[config.mk]
export PLATFORM = sky130hd
export DESIGN_NAME = alu_rr_arbiter
export DESIGN_NICKNAME = d
export VERILOG_FILES = /design/src/rtl/alu_rr_pkg.sv /design/src/rtl/alu_rr_exec.sv /design/src/rtl/alu_rr_arbiter.sv
export SDC_FILE = /design/constraint.sdc
export NUM_CORES = 1
export LEC_CHECK = 0
export CORE_AREA = 2 2 124 114
export DETAILED_ROUTE_END_ITERATION = 6
export DIE_AREA = 0 0 126 116
export SYNTH_ARGS = -nofsm -noshare
export SYNTH_HDL_FRONTEND = slang
export SYNTH_SLANG_ARGS = --single-unit
[constraint.sdc]
create_clock -name clk -period 7.4 [get_ports clk]
set_input_delay 1.11 -clock clk [delete_from_list [all_inputs] [get_ports clk]]
set_output_delay 1.11 -clock clk [all_outputs]
set_load 0.02 [all_outputs]
[src/rtl/alu_rr_pkg.sv]
// alu_rr_pkg
// Shared definitions for the round-robin ALU arbiter slice:
//   - opcode encodings understood by alu_rr_exec
//   - width of the optional per-requester issue counters
//   - op_is_defined(): true for opcodes that produce a real result
package alu_rr_pkg;

    localparam logic [3:0] OP_ADD   = 4'd0;
    localparam logic [3:0] OP_SUB   = 4'd1;
    localparam logic [3:0] OP_AND   = 4'd2;
    localparam logic [3:0] OP_OR    = 4'd3;
    localparam logic [3:0] OP_XOR   = 4'd4;
    localparam logic [3:0] OP_PASSA = 4'd5;

    localparam int STAT_W = 16;

    function automatic logic op_is_defined(input logic [3:0] op);
        return (op <= OP_PASSA);
    endfunction

endpackage

[src/rtl/alu_rr_exec.sv]
// alu_rr_exec
// Purely combinational W-bit ALU used by alu_rr_arbiter.
// Ports:
//   a, b   in  W  operands (zero-extended to W+1 bits internally)
//   op     in  4  opcode (see alu_rr_pkg)
//   data   out W  low W bits of the result
//   carry  out 1  bit W of the ADD/SUB result (borrow for SUB), 0 otherwise
//   err    out 1  opcode undefined; data and carry are forced to 0
module alu_rr_exec
    import alu_rr_pkg::*;
#(
    parameter int W = 8
) (
    input  logic [W-1:0] a,
    input  logic [W-1:0] b,
    input  logic [3:0]   op,
    output logic [W-1:0] data,
    output logic         carry,
    output logic         err
);

    logic [W:0] tmp;

    always_comb begin
        tmp = '0;
        err = 1'b0;
        case (op)
            OP_ADD:   tmp = {1'b0, a} + {1'b0, b};
            // Wraps modulo 2^(W+1), so tmp[W] is set exactly when b > a.
            OP_SUB:   tmp = {1'b0, a} - {1'b0, b};
            OP_AND:   tmp = {1'b0, a & b};
            OP_OR:    tmp = {1'b0, a | b};
            OP_XOR:   tmp = {1'b0, a ^ b};
            OP_PASSA: tmp = {1'b0, a};
            default:  tmp = '0;
        endcase
        if (!op_is_defined(op)) begin
            err = 1'b1;
        end
        data  = tmp[W-1:0];
        carry = tmp[W];
    end

endmodule

[src/rtl/alu_rr_arbiter.sv]
// alu_rr_arbiter
// Shares one registered ALU between NREQ requesters using round-robin
// arbitration, one issue per cycle, with a single-entry valid/ready output
// register. Each result carries the index of the requester that issued it.
// Ports:
//   clk, rst_n   clock, asynchronous active-low reset
//   req_valid    in  NREQ    per-requester request valid
//   req_ready    out NREQ    per-requester accept (combinational, one-hot or 0)
//   req_a/req_b  in  NREQ*W  flattened operands, requester i at [i*W +: W]
//   req_op       in  NREQ*4  flattened opcodes, requester i at [i*4 +: 4]
//   resp_valid   out 1       output register holds a result
//   resp_ready   in  1       consumer accepts the result
//   resp_data    out W       result
//   resp_carry   out 1       carry/borrow of ADD/SUB
//   resp_id      out IDW     requester that issued the result
//   resp_err     out 1       opcode was undefined
// Optional (macro ALU_RR_ARBITER_STATS_EN):
//   stat_clr     in  1       synchronous clear of all issue counters
//   stat_issued  out NREQ*16 saturating per-requester accepted-request counts
module alu_rr_arbiter
    import alu_rr_pkg::*;
#(
    parameter int NREQ = 4,
    parameter int W    = 8,
    parameter int IDW  = 2
) (
    input  logic              clk,
    input  logic              rst_n,
    input  logic [NREQ-1:0]   req_valid,
    output logic [NREQ-1:0]   req_ready,
    input  logic [NREQ*W-1:0] req_a,
    input  logic [NREQ*W-1:0] req_b,
    input  logic [NREQ*4-1:0] req_op,
    output logic              resp_valid,
    input  logic              resp_ready,
    output logic [W-1:0]      resp_data,
    output logic              resp_carry,
    output logic [IDW-1:0]    resp_id,
    output logic              resp_err
`ifdef ALU_RR_ARBITER_STATS_EN
    ,
    input  logic                   stat_clr,
    output logic [NREQ*STAT_W-1:0] stat_issued
`endif
);

    localparam int unsigned NREQ_U = NREQ;

    logic           issue_en;
    logic           issue;
    logic           grant_found;
    logic [IDW-1:0] grant;
    logic [IDW-1:0] last;
    logic [W-1:0]   sel_a;
    logic [W-1:0]   sel_b;
    logic [3:0]     sel_op;
    logic [W-1:0]   alu_data;
    logic           alu_carry;
    logic           alu_err;

    assign issue_en = !resp_valid || resp_ready;

    // Round-robin scan starting just after the last granted requester.
    // The selected requester's operands are muxed out in the same pass.
    always_comb begin
        int unsigned    idx;
        logic [IDW-1:0] cand;
        idx         = 0;
        cand        = '0;
        grant_found = 1'b0;
        grant       = '0;
        sel_a       = '0;
        sel_b       = '0;
        sel_op      = '0;
        for (int unsigned k = 1; k <= NREQ_U; k++) begin
            idx = 32'(last) + k;
            if (idx >= NREQ_U) begin
                idx = idx - NREQ_U;
            end
            cand = IDW'(idx);
            if (!grant_found && req_valid[cand]) begin
                grant_found = 1'b1;
                grant       = cand;
                sel_a       = req_a[idx*W +: W];
                sel_b       = req_b[idx*W +: W];
                sel_op      = req_op[idx*4 +: 4];
            end
        end
    end

    // Accept is held off during reset so nothing is handed over while the
    // output register is being cleared.
    always_comb begin
        req_ready = '0;
        for (int unsigned i = 0; i < NREQ_U; i++) begin
            req_ready[i] = rst_n && issue_en && grant_found && (grant == IDW'(i));
        end
    end

    assign issue = |(req_valid & req_ready);

    alu_rr_exec #(
        .W(W)
    ) u_exec (
        .a    (sel_a),
        .b    (sel_b),
        .op   (sel_op),
        .data (alu_data),
        .carry(alu_carry),
        .err  (alu_err)
    );

    // An issue in the same cycle as a pop simply overwrites the entry,
    // giving one result per cycle when the consumer never stalls.
    always_ff @(posedge clk or negedge rst_n) begin
        if (!rst_n) begin
            resp_valid <= 1'b0;
            resp_data  <= '0;
            resp_carry <= 1'b0;
            resp_id    <= '0;
            resp_err   <= 1'b0;
            last       <= IDW'(NREQ - 1);
        end else if (issue) begin
            resp_valid <= 1'b1;
            resp_data  <= alu_data;
            resp_carry <= alu_carry;
            resp_id    <= grant;
            resp_err   <= alu_err;
            last       <= grant;
        end else if (resp_ready) begin
            resp_valid <= 1'b0;
        end
    end

`ifdef ALU_RR_ARBITER_STATS_EN
    logic [STAT_W-1:0] stat_cnt [NREQ];

    // Clear has priority over a same-cycle increment; counters stick at max.
    always_ff @(posedge clk or negedge rst_n) begin
        if (!rst_n) begin
            for (int unsigned i = 0; i < NREQ_U; i++) begin
                stat_cnt[i] <= '0;
            end
        end else if (stat_clr) begin
            for (int unsigned i = 0; i < NREQ_U; i++) begin
                stat_cnt[i] <= '0;
            end
        end else if (issue && (stat_cnt[grant] != '1)) begin
            stat_cnt[grant] <= stat_cnt[grant] + 1'b1;
        end
    end

    always_comb begin
        stat_issued = '0;
        for (int unsigned i = 0; i < NREQ_U; i++) begin
            stat_issued[i*STAT_W +: STAT_W] = stat_cnt[i];
        end
    end
`endif

endmodule

==> results of run 1 <==
## metal layers
| metal | GRT usage | vias to the layer above | part of all wire |
|---|---|---|---|
| li1 | - | 2147 | - |
| met1 | 0.293 | 2266 | 0.45 |
| met2 | 0.328 | 204 | 0.47 |
| met3 | 0.0143 | 10 | 0.068 |
| met4 | 0.0337 | 0 | 0.011 |
| met5 | 0 | - | 0 |
## final timing paths
| check | cells past startpoint | slack [ns] | startpoint | to |
|---|---|---|---|---|
| worst max register to register | 20 | 0.98 | last[0]$_DFFE_PN1P_ | resp_carry$_DFFE_PN0P_ |
| worst max-delay path | 20 | 0.98 | last[0]$_DFFE_PN1P_ | resp_carry$_DFFE_PN0P_ |
| max in group asynchronous | 1 | 5.66 | rst_n | resp_data[3]$_DFFE_PN0P_ |
| min in group asynchronous | 1 | 1.29 | rst_n | resp_data[0]$_DFFE_PN0P_ |
| worst min-delay path | 1 | 0.49 | resp_id[1]$_DFFE_PN0P_ | resp_id[1]$_DFFE_PN0P_ |
| worst min register to register | 1 | 0.49 | resp_id[1]$_DFFE_PN0P_ | resp_id[1]$_DFFE_PN0P_ |
## synthesized netlist by cell type (5+ instances only)
master    instances  area share
nand3_1           9      0.0098
inv_1            28       0.023
nand2b_1          7      0.0095
o221ai_1         11       0.021
o21ai_0          18       0.020
ha_1             27       0.073
nand2_1          33       0.027
nor2b_1           8       0.011
nor2_1           30       0.024
buf_4             6      0.0098
buf_2            14       0.015
a221oi_1         10       0.019
mux2_2            7       0.017
clkbuf_1         12      0.0098
xnor2_1           7       0.013
o22ai_1          14       0.019
a32oi_1           5      0.0095
a211oi_1          6      0.0098
a21oi_1          19       0.021
mux2i_1          52        0.11
a22o_1           12       0.023
o211ai_1          6      0.0098
mux4_2           47        0.23
buf_6             6       0.015
dfrtp_1          13       0.071
a21boi_0          5      0.0081
## kinds of logic (layout without fill, tap and decap cells)
group / count (synthesis) / in the layout
buf+inv: 69 / 150
mux: 106 / 106
fa+ha+maj: 28 / 28
xor+xnor: 11 / 11
flops: 15 / 15
compound gates: 148 / 148
simple gates: 121 / 121
## area by class of cell
cell class              count  area [µm²]  area share
multi-input cells         414        3890       0.669
repair buffers            118        1140       0.197
flip-flops and latches     15         382      0.0657
well taps                 168         210      0.0362
inverters                  28         105      0.0181
clock buffers               3        75.1      0.0129
clock inverters             1        5.00    0.000862
## flip-flops by register name, summed over array words and instances (netlist names)
signal / flops
last: 2
resp_carry: 1
resp_data: 8
resp_err: 1
resp_id: 2
resp_valid: 1
## critical path: stages, from the launching register on
cell	delay [ns]
dfstp_4	0.88
inv_1	0.20
ha_1	0.58
mux4_2	0.54
or4b_1	0.73
nor2_4	0.16
a21oi_2	0.04
buf_4	0.19
or2_1	0.28
nor3_2	0.37
nand2b_1	0.18
xnor2_1	0.11
fa_1	0.47
a21o_1	0.18
a21oi_1	0.26
o21ai_0	0.12
a21oi_1	0.26
o21ai_0	0.20
and4b_1	0.22
a221oi_1	0.20
o211ai_1	0.12
## through the flow
stage                     hold slack, ns  setup slack [ns]  instance area, µm²  cells
after floorplan                    0.595              1.64                4610    498
after global placement             0.472             0.959                5730    743
after detailed placement           0.477             0.823                5730    743
after CTS                          0.488              1.04                5810    747
after global routing               0.510             0.678                5810    747
final                              0.486             0.976                5810    747
==> impl_metrics.tcl, run 1 <==
set metrics [dict create \
    dr.pass1.iters 5 \
    layout_commonest_cell "clkdlybuf4s50_1" \
    maxCapViolCount 0 \
    hold_viol 0 \
    tightest_slew_ns 1.02 \
    dieArea_um2 14600 \
    cts_tree "yes" \
    fp.dieH_um 116 \
    syn_area_um2 4610 \
    ios 104 \
    yosys.area_share.simple 0.146 \
    cts_setup_buffers 0 \
    layout-drive-gt1-share 0.173 \
    finalMaxSlewViolations 0 \
    numCtsBuffers 3 \
    antenna_found_initial 0 \
    rsz0062_at_grt "false" \
    synthesis.nets 613 \
    critPathRequiredTime_ns 7.50 \
    end_kind "flop" \
    viasPerCell 6.19 \
    synthAdderAreaFrac 0.0776 \
    synth_top_family_by_area "multiplexers" \
    setup-violations-final 0 \
    die_x_um 126 \
    fin_util 0.440 \
    synthFlopType "dfrtp_1" \
    run_status "finished clean" \
    final_cell_mix "clkdlybuf4s50_1, mux2i_1, mux4_2" \
    ys_ff_latch 15 \
    routed_wl_mm 15.0 \
    tns_ns 0 \
    arrival_ns 6.52 \
    wire_per_inst_um 20.1 \
    slew_headroom 0.319 \
    htree_levels 1 \
    path_clk_slew_ns 0.05 \
    antennaDiodeCount 0 \
    holdCritPathClass "reg2reg" \
    row_count 40 \
    synth_xor_area_frac 0.0209 \
    synth-compound-area-share 0.239 \
    drc 0 \
    synth-edff-count 0 \
    ys.warnings.count 0 \
    grt_max_degree 70 \
    nFillCells 1319 \
    clock-sinks 15 \
    initial_core_util 0.349 \
    cts_max_path_buffers 2 \
    period_share 0.868 \
    crit_type "reg2reg" \
    antenna_left 0 \
    vias 4627 \
    cts_resized 0 \
    numPortBuffers 103 \
    dp_hpwl_mm 11.8 \
    ys_seq_area_frac 0.0820 \
    max_freq_mhz 156 \
    overflow 0 \
    yosysUniqueCellTypes 73 \
    grt_usage 0.199 \
    gp_congestion 0.912 \
    core_um2 13200 \
    syn_inst 498 \
    critPathMaxFanout 32 \
    drt_iter0_drc 418 \
    insertion_delay_ns 0.24 \
    period_minus_slack_ns 6.42 \
    synthMuxAreaShare 0.360 \
    synthArstFlopShare 1.00 \
    fin_skew_ns 0.00161 \
    clockRootBuffer "clkbuf_16" \
    area_growth_pct 26.0 \
    timing.critical_path.from_type "flop" \
    grt_first_pass_wirelength_mm 23.6 \
    fin_nets 695 \
    first_global_vias 4293 \
    cts_hold_buffers 0 \
    syn_avg_cell_area_um2 9.26 \
]
Power of run 1 is left out: the tool's default activity adds up to more than one toggle a clock period on the data nets, which glitch-free logic cannot reach.
==> inputs of run 2 (changes only) <==
ABC_CLOCK_PERIOD_IN_PS = 7400   (was default)
CTS_BUF_LIST = sky130_fd_sc_hd__clkbuf_16   (was default)
==> results of run 2 <==
The final DEF is identical to that of run 1; final timing and power are the same.
Power of run 2 is left out for the same reason.
